$ cat src/rtl/dog_physics_scheduler.sv
// dog_physics_scheduler: per-frame req/ack sequencer of the physics unit over 8 dogs (start rotation via DOG_SCHED_ROTATE_EN)
module dog_physics_scheduler #(
  parameter int TIMEOUT_W = 10,
  parameter int OVR_W = 8
) (
  input  logic             clk50,
  input  logic             rst,
  input  logic             frame_tick,
  input  logic [7:0]       alive,
  output logic             phys_req,
  output logic [2:0]       phys_idx,
  input  logic             phys_ack,
  output logic             busy,
  output logic             frame_done,
  output logic             timeout_err,
  output logic [OVR_W-1:0] overrun_cnt
);
  typedef enum logic [1:0] {IDLE, SCAN, ISSUE, DONE} state_t;
  state_t state, state_n;
  logic [7:0] pending, pending_n;
  logic [2:0] ptr, ptr_n, start_idx;
  logic [TIMEOUT_W-1:0] timer;
  logic expire;
  always_comb begin
    expire = (state == ISSUE) && !phys_ack && (&timer);
    state_n = state;
    pending_n = pending;
    ptr_n = ptr;
    case (state)
      IDLE: if (frame_tick) begin
        pending_n = alive;
        ptr_n = start_idx;
        state_n = SCAN;
      end
      SCAN: begin
        state_n = (pending == 8'd0) ? DONE : pending[ptr] ? ISSUE : SCAN;
        ptr_n = (pending != 8'd0 && !pending[ptr]) ? ptr + 3'd1 : ptr;
      end
      ISSUE: if (phys_ack || expire) begin
        pending_n[ptr] = 1'b0;
        ptr_n = ptr + 3'd1;
        state_n = SCAN;
      end
      default: state_n = IDLE;
    endcase
  end
  always_ff @(posedge clk50) begin
    if (rst) begin
      state <= IDLE;
      pending <= '0;
      ptr <= '0;
      start_idx <= '0;
      timer <= '0;
      phys_req <= 1'b0;
      phys_idx <= '0;
      busy <= 1'b0;
      frame_done <= 1'b0;
      timeout_err <= 1'b0;
      overrun_cnt <= '0;
    end else begin
      state <= state_n;
      pending <= pending_n;
      ptr <= ptr_n;
      timer <= (state == ISSUE) ? timer + 1'b1 : '0;
      phys_req <= (state_n == ISSUE);
      busy <= (state_n != IDLE);
      frame_done <= (state_n == DONE);
      timeout_err <= timeout_err | expire;
      if (state == SCAN && state_n == ISSUE)
        phys_idx <= ptr;
      if (frame_tick && state != IDLE && !(&overrun_cnt))
        overrun_cnt <= overrun_cnt + 1'b1;
`ifdef DOG_SCHED_ROTATE_EN
      if (state == DONE)
        start_idx <= start_idx + 3'd1;
`endif
    end
  end
endmodule

$ cat config.mk
export PLATFORM = sky130hd
export DESIGN_NAME = dog_physics_scheduler
export DESIGN_NICKNAME = d
export VERILOG_FILES = /design/src/rtl/dog_physics_scheduler.sv
export SDC_FILE = /design/constraint.sdc
export NUM_CORES = 1
export LEC_CHECK = 0
export CAP_MARGIN = 20
export CORE_MARGIN = 5
export CORE_UTILIZATION = 58
export CTS_BUF_LIST = sky130_fd_sc_hd__clkbuf_16
export CTS_CLUSTER_SIZE = 25
export DETAILED_ROUTE_END_ITERATION = 12
export GPL_ROUTABILITY_DRIVEN = 0
export PLACE_DENSITY = 0.84
export SETUP_SLACK_MARGIN = 0.1
export SLEW_MARGIN = 10
export SYNTH_ARGS = -nofsm -noshare
export SYNTH_HDL_FRONTEND = slang
export SYNTH_SLANG_ARGS = --single-unit
$ cat constraint.sdc
create_clock -name clk50 -period 2.8 [get_ports clk50]
set_input_delay 0.84 -clock clk50 [delete_from_list [all_inputs] [get_ports clk50]]
set_output_delay 0.84 -clock clk50 [all_outputs]
set_load 0.02 [all_outputs]
* Word-level counts from Yosys, hierarchy flattened
Index checks and enable logic that the tools add are counted.
** Word-level totals
- Flip-flop bits (word level) :: 38
- Bits of input ports :: 12
- Logic and storage cells :: 65
** Operators by class
- Add/sub/neg operators :: 3
- Magnitude comparators :: 2
- Equality and inequality tests :: 7
- Multiplexer cells :: 16
- Bitwise logic cells :: 4
- Reductions and logical operators :: 23
** Operator list (count)
- $mux 8 :: 2
- $pmux 8 s2 :: 1
- $add 10x1->10 const B :: 1
- $reduce_and 10->1 :: 1
- $mux 3 :: 3
- $pmux 3 s3 :: 1
- $add 8x1->8 const B :: 1
- $and 8x8->8 :: 1
- $logic_not 8->1 :: 1
- $mux 2 :: 4
- $not 8->8 :: 1
- $reduce_and 8->1 :: 1
- $reduce_bool 8->1 :: 1
- $logic_and 1x1->1 :: 7
- $eq 2x2->1 const B :: 3
- $pmux 2 s3 :: 1
- $reduce_bool 2->1 :: 3
- $lt 3x4->1 const B :: 1
- $ne 2x2->1 const B :: 2
- $reduce_and 4->1 :: 1
- $add 3x1->3 const B :: 1
- $bmux 1 s3 :: 1
- $demux 1 s3 :: 1
- $ge 3x1->1 const B :: 1
- other kinds (11) :: 14

* Longest topological paths before layout
Gate-level depths: netlist of the first run.
- Word-level depth :: 8
- Depth in mapped cells :: 7
- Depth with buffers taken out :: 7

* Least setup slack after synthesis of the first run
OpenSTA, ideal clock, no wires.
- Path type :: input-to-reg
- Start :: in phys_ack
- End :: reg phys_idx[0]
- Setup time :: 0.128 ns
- Data arrival time :: 1.761 ns
- Slack :: 0.911 ns
- Cell stages on the path :: 5
- Path buffers :: 0
- Cell sequence :: o21ai_0 > nand2_1 > a2111oi_4 > mux2i_1 > nor2_1
** Between the ends
- Word-level cells in the longest chain between the ends :: 8
** Ends and longest elaborated chain
- start, declared :: RTL line 12 : input logic phys_ack,
- $logic_not 1->1 :: RTL line 25 : expire = (state == ISSUE) && !phys_ack && (&timer);
- $logic_and 1x1->1 (2 in series) :: RTL line 25
- $logic_or 1x1->1 * :: RTL line 39 : ISSUE: if (phys_ack || expire) begin
- $mux 2 * :: RTL line 39
- $pmux 2 s3 * :: RTL line 29 : case (state)
- $eq 2x2->1 * :: RTL line 69 : if (state == SCAN && state_n == ISSUE)
- $logic_and 1x1->1 * :: RTL line 69
- end signal, assigned :: RTL line 70 : phys_idx <= ptr;
- end, declared :: RTL line 11 : output logic [2:0] phys_idx,
Every way passes the cells marked *; elsewhere a longest branch is shown, timed or not.
A chain may end at the register's enable or synchronous reset.

* Final worst setup path of the first run
- Start :: reg ptr[0]
- End :: reg phys_idx[0]
** Between the ends
- Word-level cells in the longest chain between the ends :: 7
** Ends and longest elaborated chain
- start, declared :: RTL line 21 : logic [2:0] ptr, ptr_n, start_idx;
- start signal, assigned :: RTL line 63 : ptr <= ptr_n;
- $bmux 1 s3 :: RTL line 36 : state_n = (pending == 8'd0) ? DONE : pending[ptr] ? ISSUE : SCAN;
- $mux 1 (implied by the code) :: RTL line 36
- $mux 2 (2 in series) :: RTL line 36
- $pmux 2 s3 :: RTL line 29
- $eq 2x2->1 :: RTL line 69
- $logic_and 1x1->1 :: RTL line 69
Parallel ways exist; a longest one is shown, timed or not. The select of a mux whose other input is x is not followed.

==> results of run 1 <==
-- sequential cells by signal, indices dropped and copies added (netlist names) --
| signal | flops |
|---|---|
| phys_req | 1 |
| frame_done | 1 |
| timer | 10 |
| overrun_cnt | 8 |
| pending | 8 |
| timeout_err | 1 |
| state | 2 |
| busy | 1 |
| phys_idx | 3 |
| ptr | 3 |
-- cell type report --
class / count / area [um^2] / area share
sequential: 38 / 760.7 / 0.3257
timing repair buffer: 29 / 282.8 / 0.1210
tap: 44 / 55.05 / 0.02357
multi-input combinational: 157 / 1022 / 0.4376
clock inverter: 3 / 37.54 / 0.01607
clock buffer: 5 / 125.1 / 0.05356
inverter: 14 / 52.55 / 0.02250
-- synth_stat cells (5+ instances only) --
master    count  area, um^2
nor2_1       22       82.58
dfxtp_1      38       760.7
ha_1          7       87.58
xnor2_1       7       61.31
mux2i_1      10       100.1
nor3_1        7       35.03
nand2_1      17       63.81
a21oi_1      17       85.08
o21ai_0      12       60.06
inv_1        14       52.55
xor2_1        5       43.79
clkbuf_1      7       26.28
nand3_1       8       40.04
nand2b_1      6       37.54
-- per-stage QoR --
stage / total power [uW] / setup slack (ps) / std cells
5_1_grt: 1900 / 350.6 / 290
3_5_place_dp: 1180 / 347.0 / 282
2_1_floorplan: 1057 / 911.0 / 218
6_report: 1789 / 504.5 / 290
3_3_place_gp: 1174 / 408.5 / 282
4_1_cts: 1798 / 505.3 / 290
-- routing by layer --
layer  GRT usage  vias to the layer above  share of wire
met5           0                        -              0
met4     0.06835                        0          0.013
met3     0.06239                        6          0.045
met2      0.3342                       32           0.47
met1      0.2572                      736           0.48
li1            -                      817              -
-- how the worst min path moves through the flow --
stage / from / end / slack (ps) / cells after the start
final: timer[0] / timer[0] / 450 / 1
after global routing: timer[0] / timer[0] / 480 / 1
after detailed placement: timeout_err / timeout_err / 450 / 2
after global placement: timer[0] / timer[0] / 430 / 1
after CTS: timer[0] / timer[0] / 450 / 1
after floorplan: timer[0] / timer[0] / 420 / 1
-- power by group --
part           internal, uW  switching, uW  total [uW]  leakage (uW)
Sequential              599           71.3         670      0.000308
Combinational           232            275         506      0.000434
Clock                   413            200         612     0.0000864
Total                  1240            545        1790      0.000829
-- logic make-up after synthesis --
| family | Yosys count | synth area share |
|---|---|---|
| buffers and inverters | 23 | 0.05063 |
| DFF | 38 | 0.4051 |
| muxes | 11 | 0.06529 |
| AOI/OAI and AO/OA | 46 | 0.1592 |
| adders and majority gates | 7 | 0.04663 |
| xor gates and xnor gates | 12 | 0.05596 |
| and+or+nand+nor | 81 | 0.2172 |
==> flow_summary.json, run 1 <==
{
  "arrival_ps": 2450,
  "crit_type": "register to register",
  "syn_area_um2": 1878,
  "fin_nets": 264,
  "hp-class": "register to register",
  "async_flop_share": 0,
  "io_pins": 27,
  "syn-num-nets": 237,
  "layout_commonest_cell": "dfxtp_1",
  "rr_endpoint": "phys_idx[0]",
  "cts_tree": "done",
  "drive_gt1_frac": 0.05691,
  "power.density_nw_per_um2": 765.9,
  "regToRegSetupSlack_ps": 500,
  "utilization": 0.7589,
  "die_h_um": 66.91,
  "r2r_cells": 5,
  "grt_usage": 0.2056,
  "vias": 1591,
  "rsz0062_at_grt": "false",
  "antennaDiodeCount": 0,
  "clock_latency_ps": 280,
  "cp_num_cells": 5,
  "outcome": "completed",
  "drtPass1Iterations": 4,
  "final_area_um2": 2336,
  "crit_top_cell": "mux2i_1",
  "path_cells": "mux2i_1 > mux4_2 > a2111oi_4 > mux2i_1 > nor2_1",
  "finalSetupViolCount": 0,
  "area_growth_pct": 24.38,
  "core.rowCount": 20,
  "worst_slew_pin_slew_ps": 602.8,
  "drtAntennaViolNets": 0,
  "cts.reportedPaths.clkPinSlew_ps": 50,
  "skew_ps": 2.089,
  "viasPerCell": 5.486,
  "final.setup.tns_ps": 0,
  "cts_hold_buffers": 0,
  "slew_headroom": 0.5981,
  "layout_common_cells": "dfxtp_1 (38), clkdlybuf4s50_1 (26), nor2_1 (22)",
  "finalHoldViolations": 0,
  "holdWs_ps": 449.1,
  "dp_hpwl_um": 2712,
  "critical_path.endpoint": "phys_idx[0]",
  "vdd_ir_drop_max_uv": 452.5,
  "fill_cells": 237,
  "ys_ff_latch": 38,
  "path_max_fanout": 16,
  "start_util": 0.6102,
  "clkSinkCount": 38,
  "htreeDepth": 2,
  "clock.fmax_mhz": 435.6,
  "post_cts_resized": 0,
  "finalCriticalPeriod_ps": 2296,
  "synth_edf_count": 0,
  "grt_max_degree": 17,
  "postCtsSetupBuffers": 0,
  "drt-initial-drc-count": 107,
  "cp_num_buf_inv": 0,
  "fin_crit_sh": 0.8198,
  "ys.flop_type": "dfxtp_1",
  "leakagePower_uw": 0.0008290,
  "core_um2": 3078,
  "grt_antenna_before_repair": 0,
  "routed_wl_um": 3961,
  "clockBufferDepth": 2,
  "final_max_slew_viol_count": 0,
  "syn_inst": 218,
  "yosysSeqAreaShare": 0.4051,
  "portBuffers": 26,
  "cts-root-buf": "clkbuf_16",
  "crit_start": "ptr[0]",
  "max_cap_violations": 0,
  "place_area_um2": 2173,
  "wire_per_inst_um": 13.66,
  "ys_types": 40,
  "critPathCaptureType": "register",
  "overflow": 0,
  "cp_slowest_cell": "dfxtp_1",
  "start_kind": "register",
  "drc": 0,
  "cpLargestDelayFamily": "multiplexers",
  "slowest_delay_ps": 690,
  "r2r_start": "ptr[0]",
  "die_area_um2": 4476,
  "critPathRequiredTime_ps": 2960,
  "grt_pass1_wl_um": 6927,
  "avgSynthCellArea_um2": 8.615,
  "numCtsBuffers": 5,
  "die_w_um": 66.91,
  "grt_pass1_vias": 1556,
  "yosysWarningCount": 0
}
(Power assumes the default switching activity.)
==> run 2, diff against run 1 <==
--- a/config.mk
+++ b/config.mk
@@ -7,12 +7,12 @@
 export LEC_CHECK = 0
 export CAP_MARGIN = 20
 export CORE_MARGIN = 5
-export CORE_UTILIZATION = 58
+export CORE_UTILIZATION = 48
 export CTS_BUF_LIST = sky130_fd_sc_hd__clkbuf_16
 export CTS_CLUSTER_SIZE = 25
 export DETAILED_ROUTE_END_ITERATION = 12
 export GPL_ROUTABILITY_DRIVEN = 0
-export PLACE_DENSITY = 0.84
+export PLACE_DENSITY = 0.75
 export SETUP_SLACK_MARGIN = 0.1
 export SLEW_MARGIN = 10
 export SYNTH_ARGS = -nofsm -noshare
==> constraint.sdc (replaced) <==
create_clock -name clk50 -period 2 [get_ports clk50]
set_input_delay 0.6 -clock clk50 [delete_from_list [all_inputs] [get_ports clk50]]
set_output_delay 0.6 -clock clk50 [all_outputs]
set_load 0.02 [all_outputs]
==> run 2 against run 1 <==
  * Clock skew up 2.0 ps
  * Flip-flop and latch count unchanged
  * Via count up 3.8%
  * Setup slack worse by 370 ps
  * Register-to-register slack worse by 340 ps
  * Cell count up 7.2%
  * Non-clock buffer count up 17
  * Sequential share of layout area down 1.9 points
  * Clock-buffer cell count unchanged
==> flow_summary.json, run 2 (same netlist as run 1, synthesis figures left out) <==
{
  "outcome": "completed",
  "viasPerCell": 5.312,
  "area_growth_pct": 32.51,
  "core_um2": 3716,
  "cts_tree": "done",
  "grt_pass1_wl_um": 6782,
  "pre_cts_ws_ps": -172.8,
  "min_path_cells": 1,
  "clock.fmax_mhz": 535.1,
  "htreeDepth": 2,
  "r2r_start": "ptr[0]",
  "cts-root-buf": "clkbuf_16",
  "regToRegSetupSlack_ps": 160,
  "largest_reg_flops": 10,
  "fin_crit_sh": 0.9344,
  "slew_headroom": 0.7459,
  "fin_ws_ps": 131.1,
  "power.density_nw_per_um2": 1076,
  "layout_common_cells": "dfxtp_1 (37), nor2_1 (22), clkdlybuf4s50_1 (20), buf_4 (20)",
  "core.rowCount": 22,
  "final.setup.tns_ps": 0,
  "drtAntennaViolNets": 0,
  "critPathRequiredTime_ps": 1400,
  "io_pins": 27,
  "hp-class": "register to register",
  "min_to": "timer[0]",
  "worstHoldStart": "timer[0]",
  "worst_slew_pin_slew_ps": 381.1,
  "overflow": 0,
  "vias": 1652,
  "arrival_ps": 1270,
  "vdd_ir_drop_max_uv": 589.2,
  "antennaDiodeCount": 0,
  "rr_endpoint": "phys_idx[2]",
  "final_area_um2": 2489,
  "numCtsBuffers": 5,
  "grt_usage": 0.1622,
  "fin_nets": 281,
  "grt_max_degree": 15,
  "rsz0062_at_grt": "true",
  "cts.reportedPaths.clkPinSlew_ps": 60,
  "clkSinkCount": 38,
  "cp_num_buf_inv": 1,
  "die_area_um2": 5264,
  "skew_ps": 4.079,
  "layout_commonest_cell": "dfxtp_1",
  "finalCriticalPeriod_ps": 1869,
  "regMostFlops": "timer",
  "cpLargestDelayFamily": "buffers and inverters",
  "path_cells": "clkdlybuf4s50_1",
  "top_regs": "timer: 10 flops, overrun_cnt: 8 flops, pending: 8 flops",
  "leakagePower_uw": 0.0009614,
  "finalSetupViolCount": 0,
  "drive_gt1_frac": 0.1445,
  "wire_per_inst_um": 12.96,
  "r2r_cells": 5,
  "critPathCaptureType": "output port",
  "dp_hpwl_um": 2969,
  "routed_wl_um": 4031,
  "die_w_um": 72.55,
  "drtPass1Iterations": 4,
  "path_max_fanout": 3,
  "die_h_um": 72.55,
  "clock_latency_ps": 280,
  "place_area_um2": 2306,
  "p_total_uw": 2677,
  "clockBufferDepth": 2,
  "drt-initial-drc-count": 124,
  "max_cap_violations": 0,
  "finalHoldViolations": 0,
  "drc": 0,
  "start_kind": "register",
  "grt_pass1_vias": 1534,
  "crit_type": "register to output port",
  "final_max_slew_viol_count": 0,
  "grt_antenna_before_repair": 0,
  "start_util": 0.5054,
  "cp_slowest_cell": "clkdlybuf4s50_1",
  "portBuffers": 26,
  "slowest_delay_ps": 620
}
==> run 2: changes by cell type in the layout (fill, tap and decap cells not counted), sizes merged <==
| cell | before | now |
|---|---|---|
| buf | 3 | 20 |
| clkdlybuf4s50 | 26 | 20 |
| dlygate4sd2 | 0 | 5 |
| clkinv | 0 | 2 |
| inv | 16 | 14 |
| dlymetal6s2s | 0 | 1 |
==> run 2: metrics by stage <==
| step | instances | hold WS [ps] | util |
|---|---|---|---|
| 2_1_floorplan | 218 | 417.9 | - |
| 3_3_place_gp | 303 | 432.0 | 0.6205 |
| 3_5_place_dp | 303 | 435.6 | 0.6205 |
| 4_1_cts | 311 | 449.2 | 0.6636 |
| 5_1_grt | 311 | 467.9 | 0.6697 |
| 6_report | 311 | 447.3 | 0.6697 |
==> run 2: what timing repair did <==
action	in CTS	in global routing
setup endpoints to repair	8	9
hold buffers	0	0
pin swaps	0	2
setup buffers	0	0
gates resized for setup	6	5
==> run 2: layout make-up <==
class / instances / area, um^2
Clock inverter: 3 / 40.04
Tap cell: 48 / 60.06
Inverter: 14 / 52.55
Multi-Input combinational cell: 157 / 1042
Clock buffer: 5 / 125.1
Timing Repair Buffer: 46 / 406.6
Fill cell: 337 / 1227
Sequential cell: 38 / 762.0
==> run 2: routing by layer <==
metal | GRT usage | vias up | wire [um]
met5 | 0 | - | 0
met4 | 0.05533 | 0 | 60
met3 | 0.04709 | 6 | 202
met2 | 0.2445 | 36 | 1779
met1 | 0.2211 | 759 | 1988
li1 | - | 851 | -
==> run 2: power breakdown <==
group          switching [uW]  internal [uW]
combinational             446            429
sequential               77.0            841
clock                     301            583
total                     824           1850
==> run 2: how the worst max path moves through the flow <==
stage                     endpoint  cells past startpoint            from
floorplan              phys_idx[0]                      6          ptr[0]
global placement       phys_idx[0]                      6      frame_tick
detailed placement     phys_idx[2]                      6      frame_tick
CTS                    phys_idx[2]                      6      frame_tick
global route           phys_idx[1]                      5          ptr[0]
finish              overrun_cnt[7]                      1  overrun_cnt[7]
==> run 3, diff against run 2 <==
--- a/config.mk
+++ b/config.mk
@@ -6,7 +6,6 @@
 export NUM_CORES = 1
 export LEC_CHECK = 0
 export CAP_MARGIN = 20
-export CORE_MARGIN = 5
 export CORE_UTILIZATION = 48
 export CTS_BUF_LIST = sky130_fd_sc_hd__clkbuf_16
 export CTS_CLUSTER_SIZE = 25
==> run 3 against run 2 <==
  * Maximum frequency rose by 0.44%
  * Flip-flop and latch count stayed put
  * Sequential share of layout area rose by 0.36 points
==> flow_summary.json, run 3 (same netlist as run 1, synthesis figures left out) <==
{
  "outcome": "completed",
  "grt_usage": 0.2163,
  "vias": 1648,
  "max_cap_violations": 0,
  "fin_nets": 279,
  "start_kind": "register",
  "rr_endpoint": "phys_idx[0]",
  "layout_commonest_cell": "dfxtp_1",
  "wl_met3_um": 163,
  "core_um2": 3716,
  "core.rowCount": 22,
  "highest_layer": "met4",
  "grt_pass1_vias": 1502,
  "regToRegSetupSlack_ps": 180,
  "layout_common_cells": "dfxtp_1 (36), nor2_1 (22), buf_4 (18)",
  "utilization": 0.6630,
  "drc": 0,
  "power.density_nw_per_um2": 1019,
  "die_area_um2": 4167,
  "path_max_fanout": 3,
  "start_util": 0.5054,
  "met2_length_um": 1760,
  "r2r_cells": 7,
  "final.setup.tns_ps": 0,
  "cpLargestDelayFamily": "buffers and inverters",
  "drtAntennaViolNets": 0,
  "finalHoldViolations": 0,
  "antennaDiodeCount": 0,
  "die_w_um": 64.55,
  "cp_num_cells": 1,
  "wire_per_inst_um": 13.13,
  "drive_gt1_frac": 0.1390,
  "slew_headroom": 0.6589,
  "grt_pass1_wl_um": 6796,
  "hp-class": "register to register",
  "rsz0062_at_grt": "true",
  "slowest_delay_ps": 620,
  "regMostFlops": "timer",
  "wl_met1_um": 2012,
  "htreeDepth": 2,
  "r2r_start": "timer[0]",
  "routed_wl_um": 4032,
  "pre_cts_ws_ps": -178.0,
  "dp_hpwl_um": 2816,
  "cts_tree": "done",
  "largest_reg_flops": 10,
  "cp_num_buf_inv": 1,
  "portBuffers": 26,
  "final_max_slew_viol_count": 0,
  "finalCriticalPeriod_ps": 1861,
  "cts-root-buf": "clkbuf_16",
  "top_regs": "timer: 10 flops, overrun_cnt: 8 flops, pending: 8 flops",
  "critPathRequiredTime_ps": 1400,
  "grt_max_degree": 15,
  "clkSinkCount": 38,
  "drtPass1Iterations": 4,
  "arrival_ps": 1260,
  "clock.fmax_mhz": 537.4,
  "cts_hold_buffers": 0,
  "drt-initial-drc-count": 156,
  "crit_type": "register to output port",
  "leakagePower_uw": 0.0009948,
  "vdd_ir_drop_max_uv": 558.9,
  "io_pins": 27,
  "critical_path.endpoint": "overrun_cnt[7]",
  "placed_cells": 300,
  "fin_ws_ps": 139.2,
  "grt_antenna_before_repair": 0,
  "final_cells": 307,
  "cp_slowest_cell": "clkdlybuf4s50_1",
  "viasPerCell": 5.368,
  "clockBufferDepth": 2,
  "path_cells": "clkdlybuf4s50_1",
  "area_growth_pct": 31.18,
  "critPathCaptureType": "output port",
  "skew_ps": 5.723,
  "cts.reportedPaths.clkPinSlew_ps": 50,
  "numCtsBuffers": 5,
  "die_h_um": 64.55,
  "finalSetupViolCount": 0,
  "overflow": 0,
  "clock_latency_ps": 280,
  "fin_crit_sh": 0.9304,
  "crit_start": "overrun_cnt[7]",
  "worst_slew_pin_slew_ps": 507.8
}
run 3: cell count changes in the layout (fill, tap and decap cells not counted), moves of 2 or more:
| cell | previous run | this run |
|---|---|---|
| clkinv_2 | 2 | 0 |
| dlymetal6s2s_1 | 1 | 5 |
| clkdlybuf4s50_1 | 20 | 16 |
| buf_4 | 20 | 18 |
| o21ai_0 | 12 | 10 |
run 3: report_power, final:
group          switching, uW  total, uW  leakage [uW]  internal [uW]
Sequential              79.6        922      0.000309            843
Combinational            455        867      0.000623            412
Clock                    279        721     0.0000632            443
run 3: worst min path at each step:
| stage | depth (start not counted) | end | startpoint |
|---|---|---|---|
| floorplan | 1 | timer[0] | timer[0] |
| global placement | 1 | timer[0] | timer[0] |
| detailed placement | 1 | timer[0] | timer[0] |
| CTS | 1 | timer[0] | timer[0] |
| global route | 2 | timeout_err | timeout_err |
| finish | 1 | timer[0] | timer[0] |
run 3: metal layers:
layer  vias to the layer above  GRT usage
met4                         0     0.1139
met5                         -          0
met1                       760     0.2823
met2                        35     0.3184
met3                         8    0.06514
li1                        845          -
run 3: area by class of cell:
class / instances / area [um^2]
clock inverters: 1 / 3.754
repair buffers: 44 / 401.6
flip-flops and latches: 38 / 763.2
inverters: 14 / 52.55
fillers: 340 / 1252
clock buffers: 5 / 125.1
well taps: 48 / 60.06
multi-input cells: 157 / 1057
run 3: repair_timing:
action / in CTS / in global routing
resized for setup: 6 / 15
setup endpoints to repair: 11 / 11
pin swaps: 1 / 3
setup buffers: 1 / 0
run 3: through the flow:
stage          power (uW)  hold WS [ps]  area (um^2)
6_report             2511         445.1         2464
5_1_grt              2666         472.6         2464
4_1_cts              2478         451.8         2415
3_5_place_dp         1750         441.3         2283
3_3_place_gp         1735         431.0         2283
2_1_floorplan        1480         417.9         1878
